==> src/rtl/comp_pkg.sv <==
`default_nettype none
// ============================================================================
// Module      : comp_pkg
// Description : Shared mode encodings, FSM state type and helpers for the
//               iterative two's-complement pass/negate/abs unit.
// Revision    : 1.0 - initial release
// ============================================================================
package comp_pkg;

    // Operation select; the fourth code is treated as a second negate.
    localparam logic [1:0] MODE_PASS    = 2'b00;
    localparam logic [1:0] MODE_NEG     = 2'b01;
    localparam logic [1:0] MODE_ABS     = 2'b10;
    localparam logic [1:0] MODE_NEG_ALT = 2'b11;

    // Control states of the iterative unit.
    typedef enum logic [1:0] {
        ST_IDLE = 2'b00,
        ST_BUSY = 2'b01,
        ST_DONE = 2'b10
    } state_t;

    // Decide whether the operand must be inverted-and-incremented for this
    // mode. Abs only inverts when the operand sign bit is set.
    function automatic logic mode_inverts(input logic [1:0] mode, input logic sign);
        logic inv;
        inv = 1'b0;
        case (mode)
            MODE_NEG,
            MODE_NEG_ALT: inv = 1'b1;
            MODE_ABS:     inv = sign;
            default:      inv = 1'b0;
        endcase
        return inv;
    endfunction

endpackage : comp_pkg
`default_nettype wire

==> src/rtl/comp_chunk.sv <==
`default_nettype none
// ============================================================================
// Module      : comp_chunk
// Description : Combinational CHUNK-bit slice computing
//               {cout, sum} = (inv ? ~chunk : chunk) + cin.
// Revision    : 1.0 - initial release
// ============================================================================
module comp_chunk #(
    parameter int CHUNK = 8
) (
    input  logic [CHUNK-1:0] chunk,
    input  logic             inv,
    input  logic             cin,
    output logic [CHUNK-1:0] sum,
    output logic             cout
);

    logic [CHUNK-1:0] w_operand;
    logic [CHUNK:0]   w_total;

    // Conditional one's complement followed by the incoming carry.
    always_comb begin
        w_operand = inv ? ~chunk : chunk;
        w_total   = {1'b0, w_operand} + {{CHUNK{1'b0}}, cin};
    end

    assign sum  = w_total[CHUNK-1:0];
    assign cout = w_total[CHUNK];

endmodule : comp_chunk
`default_nettype wire

==> src/rtl/comp_iter.sv <==
`default_nettype none
// ============================================================================
// Module      : comp_iter
// Description : Iterative pass / negate / abs unit. Processes CHUNK bits per
//               cycle with a registered carry between chunks, valid/ready on
//               both sides, and flags non-representable results.
// Revision    : 1.0 - initial release
// ============================================================================
module comp_iter
    import comp_pkg::*;
#(
    parameter int WIDTH = 32,
    parameter int CHUNK = 8
) (
    input  logic             clock,
    input  logic             reset,
    input  logic             in_valid,
    output logic             in_ready,
    input  logic [WIDTH-1:0] in_data,
    input  logic [1:0]       in_mode,
    output logic             out_valid,
    input  logic             out_ready,
    output logic [WIDTH-1:0] out_data,
    output logic             out_ovf
);

    localparam int NCHUNK = WIDTH / CHUNK;
    localparam int KW     = (NCHUNK > 1) ? $clog2(NCHUNK) : 1;
    localparam logic [KW-1:0]    K_LAST   = KW'(NCHUNK - 1);
    localparam logic [WIDTH-1:0] MOST_NEG = {1'b1, {(WIDTH-1){1'b0}}};

    // Reject configurations where the operand does not split into whole chunks.
    generate
        if ((WIDTH % CHUNK) != 0) begin : g_bad_chunk
            $error("comp_iter: WIDTH must be an exact multiple of CHUNK");
        end
    endgenerate

    state_t           r_state;
    state_t           w_state_next;
    logic [WIDTH-1:0] r_operand;
    logic [WIDTH-1:0] r_result;
    logic [KW-1:0]    r_k;
    logic             r_carry;
    logic             r_inv;
    logic             r_ovf;
    logic             r_out_valid;

    logic             w_in_ready;
    logic             w_step;
    logic             w_accept;
    logic             w_inv_in;
    logic             w_last;
    int               w_base;
    logic [CHUNK-1:0] w_chunk_in;
    logic [CHUNK-1:0] w_sum;
    logic             w_cout;

    assign w_accept = in_valid && w_in_ready;
    assign w_inv_in = mode_inverts(in_mode, in_data[WIDTH-1]);
    assign w_last   = (r_k == K_LAST);

    // Select the chunk of the latched operand addressed by the counter.
    always_comb begin
        w_base     = int'(r_k) * CHUNK;
        w_chunk_in = r_operand[w_base +: CHUNK];
    end

    // Single slice reused every BUSY cycle.
    comp_chunk #(
        .CHUNK (CHUNK)
    ) u_chunk (
        .chunk (w_chunk_in),
        .inv   (r_inv),
        .cin   (r_carry),
        .sum   (w_sum),
        .cout  (w_cout)
    );

    // FSM state register.
    always_ff @(posedge clock or posedge reset) begin
        if (reset) begin
            r_state <= ST_IDLE;
        end else begin
            r_state <= w_state_next;
        end
    end

    // FSM next-state logic; DONE can hand straight over to a new operand.
    always_comb begin
        w_state_next = r_state;
        case (r_state)
            ST_IDLE: begin
                if (in_valid) begin
                    w_state_next = ST_BUSY;
                end
            end
            ST_BUSY: begin
                if (w_last) begin
                    w_state_next = ST_DONE;
                end
            end
            ST_DONE: begin
                if (out_ready) begin
                    w_state_next = in_valid ? ST_BUSY : ST_IDLE;
                end
            end
            default: w_state_next = ST_IDLE;
        endcase
    end

    // FSM outputs; in_ready depends on out_ready only, never on in_valid.
    always_comb begin
        w_in_ready = 1'b0;
        w_step     = 1'b0;
        case (r_state)
            ST_IDLE: w_in_ready = 1'b1;
            ST_BUSY: w_step     = 1'b1;
            ST_DONE: w_in_ready = out_ready;
            default: w_in_ready = 1'b0;
        endcase
    end

    // Operand capture at acceptance, then one chunk of result per BUSY cycle.
    always_ff @(posedge clock or posedge reset) begin
        if (reset) begin
            r_operand <= '0;
            r_result  <= '0;
            r_k       <= '0;
            r_carry   <= 1'b0;
            r_inv     <= 1'b0;
            r_ovf     <= 1'b0;
        end else if (w_accept) begin
            r_operand <= in_data;
            r_inv     <= w_inv_in;
            r_carry   <= w_inv_in;
            r_ovf     <= w_inv_in && (in_data == MOST_NEG);
            r_k       <= '0;
        end else if (w_step) begin
            r_result[w_base +: CHUNK] <= w_sum;
            r_carry                   <= w_cout;
            r_k                       <= w_last ? '0 : r_k + KW'(1);
        end
    end

    // Registered result-valid flag tracking entry into DONE.
    always_ff @(posedge clock or posedge reset) begin
        if (reset) begin
            r_out_valid <= 1'b0;
        end else begin
            r_out_valid <= (w_state_next == ST_DONE);
        end
    end

    assign in_ready  = w_in_ready;
    assign out_valid = r_out_valid;
    assign out_data  = r_result;
    assign out_ovf   = r_ovf;

endmodule : comp_iter
`default_nettype wire

==> config.mk <==
export PLATFORM = sky130hd
export DESIGN_NAME = comp_iter
export DESIGN_NICKNAME = d
export VERILOG_FILES = /design/src/rtl/comp_pkg.sv /design/src/rtl/comp_chunk.sv /design/src/rtl/comp_iter.sv
export SDC_FILE = /design/constraint.sdc
export NUM_CORES = 1
export LEC_CHECK = 0
export CAP_MARGIN = 20
export CORE_MARGIN = 2
export CORE_UTILIZATION = 45
export DETAILED_ROUTE_END_ITERATION = 8
export GPL_ROUTABILITY_DRIVEN = 0
export PLACE_DENSITY_LB_ADDON = 0.08
export REMOVE_ABC_BUFFERS = 1
export SYNTH_ARGS = -nofsm -noshare
export SYNTH_HDL_FRONTEND = slang
export SYNTH_SLANG_ARGS = --single-unit
==> constraint.sdc <==
create_clock -name clock -period 3.3 [get_ports clock]
set_input_delay 0.66 -clock clock [delete_from_list [all_inputs] [get_ports clock]]
set_output_delay 0.66 -clock clock [all_outputs]
set_load 0.02 [all_outputs]
==> flow_metrics.py, run 1 <==
metrics = {
    "placed_design": {
        "placed_area_um2": 4250,
        "io_buffers": 72,
        "hpwlAfterDp_um": 5720,
        "place_ws_ns": 0.579,
    },
    "clock_tree": {
        "cts.sinks": 72,
        "clk_pin_slew_ns": 0.07,
        "post_cts_buffers": 0,
        "cts_hold_buf": 0,
        "cts_root_buf": "clkbuf_8",
        "tritoncts": "done",
        "cts.repair.resized": 0,
        "htreeDepth": 3,
        "cts-buffers-inserted": 9,
        "cts_max_path_buffers": 2,
        "clock_latency_ns": 0.35,
    },
    "timing": {
        "tightest_slew_ns": 0.690,
        "clock_skew_ns": 0.00881,
        "setup_viol": 0,
        "min_period_ns": 2.71,
        "hold_viol": 0,
        "period_share": 0.820,
        "slew_headroom": 0.539,
        "worst_slack_ns": 0.594,
        "rsz0062_at_grt": "no",
        "drv_slew": 0,
        "fmax_ghz": 0.370,
    },
    "layout": {
        "drive_gt1_frac": 0.0870,
        "nFillCells": 617,
        "areaGrowthSynthToFinish_pct": 33.3,
        "final_util": 0.621,
        "nets": 455,
        "antenna_cells": 0,
        "final_area_um2": 4510,
    },
    "logic_synthesis": {
        "syn_area_per_cell_um2": 10.2,
        "yosys.area.top_type": "dfrtp_1",
        "yosys.cell_types.count": 39,
        "synth_area_um2": 3380,
        "netlist.area_leader.share": 0.533,
        "syn_inst": 330,
        "synth_edf_count": 0,
        "ys_seq_elements": 72,
        "ys_warn_count": 0,
        "synth_area_leaders": "dfrtp_1, nand2_1, mux4_1, a22o_1, ha_1",
        "synth_flop_cell": "dfrtp_1",
        "async_flop_share": 1.00,
        "ys_seq_area_frac": 0.533,
    },
    "power": {
        "cellLeakagePower_nw": 2.07,
        "total_power_mw": 4.44,
        "p_per_area_nw_per_um2": 986,
        "peakVddDrop_mv": 0.394,
    },
    "die": {
        "die-height_um": 90.7,
        "io_pins": 73,
        "row_count": 31,
        "core_um2": 7250,
        "start_util": 0.466,
        "die_area_um2": 8220,
        "die_x_um": 90.7,
    },
    "worst_hold_path": {
        "hp-class": "flop to flop",
    },
    "worst_setup_path": {
        "crit_path_start_kind": "primary input",
        "critPathMaxFanout": 2,
        "cp.arrival_ns": 2.05,
        "crit_required_ns": 2.64,
        "setup.worst_path.end_class": "output pin",
        "crit_type": "primary input to output pin",
    },
    "global_routing": {
        "antenna_found_initial": 0,
        "grt_pass1_wl_um": 13100,
        "grt_max_degree": 44,
        "grt_pass1_vias": 2712,
        "grtUsageTotal": 0.203,
        "grt_overflow": 0,
    },
    "route": {
        "via_per_inst": 5.22,
        "routed-wl-met2_um": 3800,
        "route.detailed.drc": 0,
        "maxUsedRoutingLayer": "met4",
        "dr_total_vias": 2680,
        "m1WireLength_um": 3400,
        "drtPass1Iterations": 4,
        "ant_nets": 0,
        "wl_met3_um": 397,
        "routedWlPerCell_um": 15.0,
        "drtIter0Drc": 95,
        "drt_wl_total_um": 7690,
    },
    "status": {
        "status": "complete, no violations",
    },
    "run": {
        "max-cap-violations": 0,
    },
}
==> final cells by class <==
type | count | area [um^2] | area share
Sequential cell | 72 | 1800 | 0.400
Clock buffer | 11 | 151 | 0.0336
Clock inverter | 5 | 103 | 0.0228
Multi-Input combinational cell | 241 | 1490 | 0.331
Timing Repair Buffer | 79 | 811 | 0.180
Inverter | 6 | 22.5 | 0.00500
Tap cell | 99 | 124 | 0.0275
==> critical path: stages <==
cell and delay, ns:
clkdlybuf4s50_1 0.48, inv_1 0.08, a21oi_1 0.19, clkdlybuf4s50_1 0.64
==> layer usage <==
layer	vias to the layer above	global-route usage
met1	1280	0.247
met4	0	0.0718
met5	-	0
met2	75	0.349
li1	1315	-
met3	10	0.0509
==> final timing paths <==
| check | start | to | depth (start not counted) | slack (ns) |
|---|---|---|---|---|
| max in group asynchronous | reset | r_operand[9] | 3 | 1.95 |
| hold reg to reg | r_operand[0] | r_operand[0] | 2 | 0.47 |
| hold / removal | r_operand[0] | r_operand[0] | 2 | 0.47 |
| setup reg to reg | r_k[1] | out_data[12] | 8 | 0.81 |
| min in group asynchronous | reset | out_data[5] | 2 | 0.71 |
| setup / recovery | out_ready | in_ready | 4 | 0.59 |
==> cell families after synthesis <==
family                     after synthesis  share of synthesized area
and+or+nand+nor                        161                      0.206
DFF                                     72                      0.533
AOI/OAI and AO/OA                       52                      0.111
buffers and inverters                   17                     0.0292
xor gates and xnor gates                10                     0.0259
muxes                                   10                     0.0659
adders and majority gates                8                     0.0296
==> registers in the layout (all words and copies together), names as in the netlist <==
name,count
out_ovf,1
r_inv,1
out_valid,1
r_state,2
out_data,32
r_k,2
r_operand,32
r_carry,1
==> Yosys cell counts, types with 3 or more instances <==
library cell	n
nand2b_1	4
xnor2_1	9
clkbuf_1	7
nor4_1	8
dfrtp_1	72
o21ai_1	4
mux4_1	6
nand4_1	6
inv_1	5
a22o_1	18
nor2_1	7
o31ai_1	8
ha_1	8
nor3_1	4
nand2_1	120
o21ai_0	7
nand2_2	3
a21oi_1	7
==> through the flow <==
step	TNS (ns)	hold slack, ns	std cells
6_report	0	0.473	513
3_3_place_gp	0	0.452	497
2_1_floorplan	-0.0714	0.437	319
4_1_cts	0	0.474	513
5_1_grt	0	0.495	513
3_5_place_dp	0	0.457	497
==> report_power, final <==
group	switching [mW]	internal, mW
Combinational	1.23	0.923
Clock	0.325	0.542
Sequential	0.197	1.22
Total	1.75	2.69
==> layout by cell type (no fill, tap or decap), types with 6 or more instances in the layout <==
cell / instances
a21oi_1: 7
a22o_1: 18
clkbuf_8: 11
clkdlybuf4s50_1: 72
dfrtp_1: 72
ha_1: 8
mux4_1: 6
nand2_1: 120
nand4_1: 6
nor2_1: 7
nor4_1: 8
o21ai_0: 7
o31ai_1: 8
xnor2_1: 9
Power figures use the tool's default switching activity.
==> run 2: changes to the inputs <==
==> constraint.sdc (replaced) <==
create_clock -name clock -period 2.5 [get_ports clock]
set_input_delay 0.5 -clock clock [delete_from_list [all_inputs] [get_ports clock]]
set_output_delay 0.5 -clock clock [all_outputs]
set_load 0.02 [all_outputs]
==> flow_metrics.py, run 2 (synthesis gave the netlist of run 1 again) <==
metrics = {
    "route": {
        "via_per_inst": 5.15,
        "ant_nets": 0,
        "drtIter0Drc": 93,
        "dr_total_vias": 2670,
        "route.detailed.drc": 0,
        "routedWlPerCell_um": 14.6,
        "drt_wl_total_um": 7580,
        "drtPass1Iterations": 4,
    },
    "power": {
        "p_per_area_nw_per_um2": 1260,
        "cellLeakagePower_nw": 2.05,
        "peakVddDrop_mv": 0.423,
    },
    "worst_hold_path": {
        "worstHoldPathCells": 2,
        "hold-path-endpoint": "r_operand[8]",
        "min-delay-start": "r_operand[8]",
        "hp-class": "flop to flop",
    },
    "global_routing": {
        "antenna_found_initial": 0,
        "grtUsageTotal": 0.194,
        "grt_pass1_wl_um": 12600,
        "grt_pass1_vias": 2577,
        "grt_overflow": 0,
        "grt_max_degree": 73,
    },
    "worst_setup_path": {
        "timing.rr.start": "r_k[1]",
        "crit_path_start_kind": "primary input",
        "cp.arrival_ns": 1.87,
        "setup.worst_path.end_class": "output pin",
        "cpMaxStageDelayCell": "clkdlybuf4s50_1",
        "timing.rr.end": "out_data[13]",
        "cp_common_cell": "clkdlybuf4s50_1",
        "crit_chain": "clkdlybuf4s50_1 -> inv_1 -> a21oi_1 -> clkdlybuf4s50_1",
        "crit_required_ns": 2.00,
        "startpoint": "out_ready",
        "crit_type": "primary input to output pin",
        "worst_r2r_path_depth": 6,
        "ff2ff_setup_slack_ns": 0.13,
        "cpPeakStageDelay_ns": 0.63,
        "critPathMaxFanout": 2,
    },
    "timing": {
        "slew_headroom": 0.570,
        "min_period_ns": 2.37,
        "fin_hold_ws_ns": 0.469,
        "worst_slack_ns": 0.133,
        "tightest_slew_ns": 0.639,
        "tns_ns": 0,
        "hold_viol": 0,
        "fmax_ghz": 0.423,
        "period_share": 0.947,
        "setup_viol": 0,
        "drv_slew": 0,
        "rsz0062_at_grt": "no",
        "clock_skew_ns": 0.0110,
    },
    "die": {
        "row_count": 31,
        "die_area_um2": 8220,
        "core_um2": 7250,
        "io_pins": 73,
        "start_util": 0.466,
        "die_x_um": 90.7,
        "die-height_um": 90.7,
    },
    "layout": {
        "antenna_cells": 0,
        "layout_commonest_cell": "nand2_1",
        "layout_common_cells": "nand2_1, clkdlybuf4s50_1, dfrtp_1",
        "nets": 460,
        "nFillCells": 645,
        "fin_cells": 518,
        "drive_gt1_frac": 0.0955,
        "final_util": 0.611,
        "areaGrowthSynthToFinish_pct": 31.1,
    },
    "clock_tree": {
        "clk_pin_slew_ns": 0.07,
        "htreeDepth": 3,
        "clock_latency_ns": 0.35,
        "cts-buffers-inserted": 9,
        "cts_root_buf": "clkbuf_8",
        "tritoncts": "done",
        "cts_max_path_buffers": 2,
        "cts_hold_buf": 0,
        "cts.sinks": 72,
        "post_cts_buffers": 0,
    },
    "placed_design": {
        "io_buffers": 72,
        "hpwlAfterDp_um": 5570,
        "place_ws_ns": 0.0758,
        "dp_cells": 502,
    },
    "run": {
        "max-cap-violations": 0,
    },
    "status": {
        "status": "complete, no violations",
    },
}
run 2: cell count changes in the layout (fill, tap and decap cells not counted), sizes merged:
cell	previous run	this run
buf	7	12
bufinv	3	0
clkbuf	11	12
clkinv	1	4
clkinvlp	1	0
run 2: cell type report:
cell class                 count  area (um^2)  share of cell area
clock buffer                  12          145              0.0327
clock inverter                 4         20.0             0.00452
inverter                       6         22.5             0.00508
multi-input combinational    241         1500               0.338
sequential                    72         1800               0.406
tap                           99          124              0.0279
timing repair buffer          84          823               0.186
run 2: worst max-delay path, delay by kind of cell:
family / cells / cell delay (ns)
buffers and inverters: 3 / 1.19
AO/OA/AOI/OAI: 1 / 0.18
run 2: routing by layer:
metal | GRT usage | up-vias | share of wire
met3 | 0.0376 | 10 | 0.040
met4 | 0.0667 | 0 | 0.015
met5 | 0 | - | 0
met1 | 0.255 | 1280 | 0.46
met2 | 0.322 | 61 | 0.48
li1 | - | 1319 | -
run 2: power breakdown:
group	internal, mW	switching (mW)
logic	1.30	1.63
clock network	0.381	0.406
registers	1.62	0.278
run 2: repair_timing:
action,in CTS,in global routing
setup endpoints to repair,0,2
gates resized for setup,0,1
endpoints found under the hold margin,0,0
run 2: how the worst max path moves through the flow:
stage / cells after the start / slack, ns / endpoint
2_1_floorplan: 5 / -0.71 / r_carry
6_report: 4 / 0.13 / in_ready
5_1_grt: 8 / 0.04 / out_data[4]
3_3_place_gp: 8 / 0.15 / out_data[12]
4_1_cts: 8 / 0.07 / out_data[4]
3_5_place_dp: 8 / 0.08 / out_data[20]
run 2: stage by stage:
step / area, um^2 / total power, mW
finish: 4430 / 5.60
global route: 4430 / 6.00
CTS: 4430 / 5.63
detailed placement: 4270 / 4.84
global placement: 4270 / 4.79
floorplan: 3310 / 3.69
==> run 3: changes to the inputs <==
--- a/config.mk
+++ b/config.mk
@@ -5,6 +5,7 @@
 export SDC_FILE = /design/constraint.sdc
 export NUM_CORES = 1
 export LEC_CHECK = 0
+export ABC_AREA = 1
 export CAP_MARGIN = 20
 export CORE_MARGIN = 2
 export CORE_UTILIZATION = 45
==> constraint.sdc (replaced) <==
create_clock -name clock -period 2.5 [get_ports clock]
set_input_delay 0.5 -clock clock [delete_from_list [all_inputs] [get_ports clock]]
set_output_delay 0.5 -clock clock [all_outputs]
set_load 0.01 [all_outputs]
==> flow_metrics.py, run 3 <==
metrics = {
    "status": {
        "status": "complete, no violations",
    },
    "timing": {
        "rsz0062_at_grt": "no",
        "period_share": 0.879,
        "fmax_ghz": 0.455,
        "fin_hold_ws_ns": 0.472,
        "setup_viol": 0,
        "slew_headroom": 0.588,
        "tightest_slew_ns": 0.617,
        "min_period_ns": 2.20,
        "clock_skew_ns": 0.00765,
        "drv_slew": 0,
        "hold_viol": 0,
    },
    "global_routing": {
        "grt_overflow": 0,
        "grt_pass1_vias": 3026,
        "antenna_found_initial": 0,
        "grt_pass1_wl_um": 14500,
        "grt_max_degree": 37,
        "grtUsageTotal": 0.214,
    },
    "logic_synthesis": {
        "yosys-top-cells-count": "nand2_1, dfrtp_1, nand3_1",
        "yosys.cell_types.count": 34,
        "synth_area_leaders": "dfrtp_1, nand2_1, nand3_1, ha_1, nand2_2",
        "synth_most_common_cell": "nand2_1",
        "async_flop_share": 1.00,
        "synth_flop_cell": "dfrtp_1",
        "ys_seq_elements": 72,
        "synth_area_um2": 3590,
        "synth_edf_count": 0,
        "netlist.area_leader.share": 0.502,
        "ys_warn_count": 0,
        "syn_area_per_cell_um2": 8.22,
        "ys_seq_area_frac": 0.502,
        "yosys.area.top_type": "dfrtp_1",
        "syn_inst": 436,
    },
    "worst_hold_path": {
        "hold-path-endpoint": "r_operand[16]",
        "hp-class": "flop to flop",
        "worstHoldPathCells": 2,
        "min-delay-start": "r_operand[16]",
    },
    "die": {
        "core_um2": 7730,
        "row_count": 32,
        "io_pins": 73,
        "start_util": 0.464,
        "die_x_um": 93.3,
        "die_area_um2": 8700,
        "die-height_um": 93.3,
    },
    "clock_tree": {
        "htreeDepth": 3,
        "cts.repair.resized": 0,
        "cts-buffers-inserted": 9,
        "cts_root_buf": "clkbuf_8",
        "clk_pin_slew_ns": 0.07,
        "tritoncts": "done",
        "cts.sinks": 72,
        "cts_max_path_buffers": 2,
        "clock_latency_ns": 0.35,
        "cts_hold_buf": 0,
        "post_cts_buffers": 0,
    },
    "power": {
        "cellLeakagePower_nw": 2.29,
        "p_per_area_nw_per_um2": 1270,
        "peakVddDrop_mv": 0.425,
    },
    "layout": {
        "fin_cells": 624,
        "nets": 563,
        "areaGrowthSynthToFinish_pct": 30.3,
        "antenna_cells": 0,
        "layout_common_cells": "nand2_1, clkdlybuf4s50_1, dfrtp_1",
        "layout_commonest_cell": "nand2_1",
        "drive_gt1_frac": 0.109,
    },
    "route": {
        "drtIter0Drc": 169,
        "dr_total_vias": 3137,
        "routedWlPerCell_um": 13.3,
        "route.detailed.drc": 0,
        "ant_nets": 0,
        "drt_wl_total_um": 8300,
        "drtPass1Iterations": 4,
        "via_per_inst": 5.03,
    },
    "placed_design": {
        "dp_cells": 608,
        "io_buffers": 72,
        "hpwlAfterDp_um": 6340,
    },
    "worst_setup_path": {
        "crit_path_start_kind": "primary input",
        "cpMaxStageDelayCell": "clkdlybuf4s50_1",
        "worst_r2r_path_depth": 11,
        "crit_chain": "clkdlybuf4s50_1 -> nor2_1 -> nor2_1 -> clkdlybuf4s50_1",
        "setup.worst_path.end_class": "output pin",
        "cpPeakStageDelay_ns": 0.48,
        "timing.rr.start": "r_k[0]",
        "timing.rr.end": "out_data[28]",
        "crit_type": "primary input to output pin",
        "ff2ff_setup_slack_ns": 0.35,
        "critPathMaxFanout": 3,
        "crit_required_ns": 2.00,
        "cp.arrival_ns": 1.70,
    },
    "run": {
        "max-cap-violations": 0,
    },
}
-- run 3: changes by cell type after synthesis, sizes merged, moves of 4 or more --
cell    before  now
nand2      123  208
mux4         8    0
a22o        18    4
o21ai       11   19
buf          2    8
nand2b       4    0
clkbuf       9    5
nand4        6   11
nor2         7   16
inv          6   23
nand3        1   35
xnor2        9    0
o31ai        8    1
-- run 3: routing by layer --
metal  vias up  part of all wire  track usage
li1       1581                 -            -
met1      1476              0.46        0.278
met2        69              0.49        0.359
met3        11             0.035       0.0346
met4         0             0.019       0.0784
met5         -                 0            0
-- run 3: how the worst max path moves through the flow --
| stage | from | end | cells past startpoint |
|---|---|---|---|
| 2_1_floorplan | r_k[0] | out_data[28] | 11 |
| 3_3_place_gp | out_ready | in_ready | 4 |
| 3_5_place_dp | out_ready | in_ready | 4 |
| 4_1_cts | out_ready | in_ready | 4 |
| 5_1_grt | r_k[0] | out_data[12] | 11 |
| 6_report | out_ready | in_ready | 4 |
-- run 3: metrics by stage --
step	worst slack, ns	area, um^2	power (mW)	util	setup TNS [ns]
6_report	0.303	4670	5.95	0.604	0
5_1_grt	0.101	4670	6.50	0.604	0
4_1_cts	0.293	4670	5.98	0.604	0
3_5_place_dp	0.293	4440	4.93	0.575	0
3_3_place_gp	0.308	4440	4.88	0.575	0
2_1_floorplan	-0.0963	3490	3.82	-	-0.821
-- run 3: cells by family after synthesis --
kind of cell,synth area share
xor gates and xnor gates,0.00489
adders and majority gates,0.0279
DFF,0.502
AOI/OAI and AO/OA,0.0586
buffers and inverters,0.0523
and+or+nand+nor,0.354
-- run 3: power by group --
part           switching [mW]  internal [mW]
Combinational            1.82           1.14
Sequential              0.309           1.63
Clock                   0.435          0.615
-- run 3: layout make-up --
class / instances / area [um^2]
sequential: 72 / 1800
tap: 102 / 128
multi-input combinational: 327 / 1600
inverter: 24 / 92.6
fill: 700 / 3060
clock inverter: 5 / 78.8
timing repair buffer: 83 / 816
clock buffer: 11 / 151
-- run 3: critical path: cells and delay by family --
family / cells / cell delay [ns]
simple gates: 2 / 0.33
buf+inv: 2 / 0.87
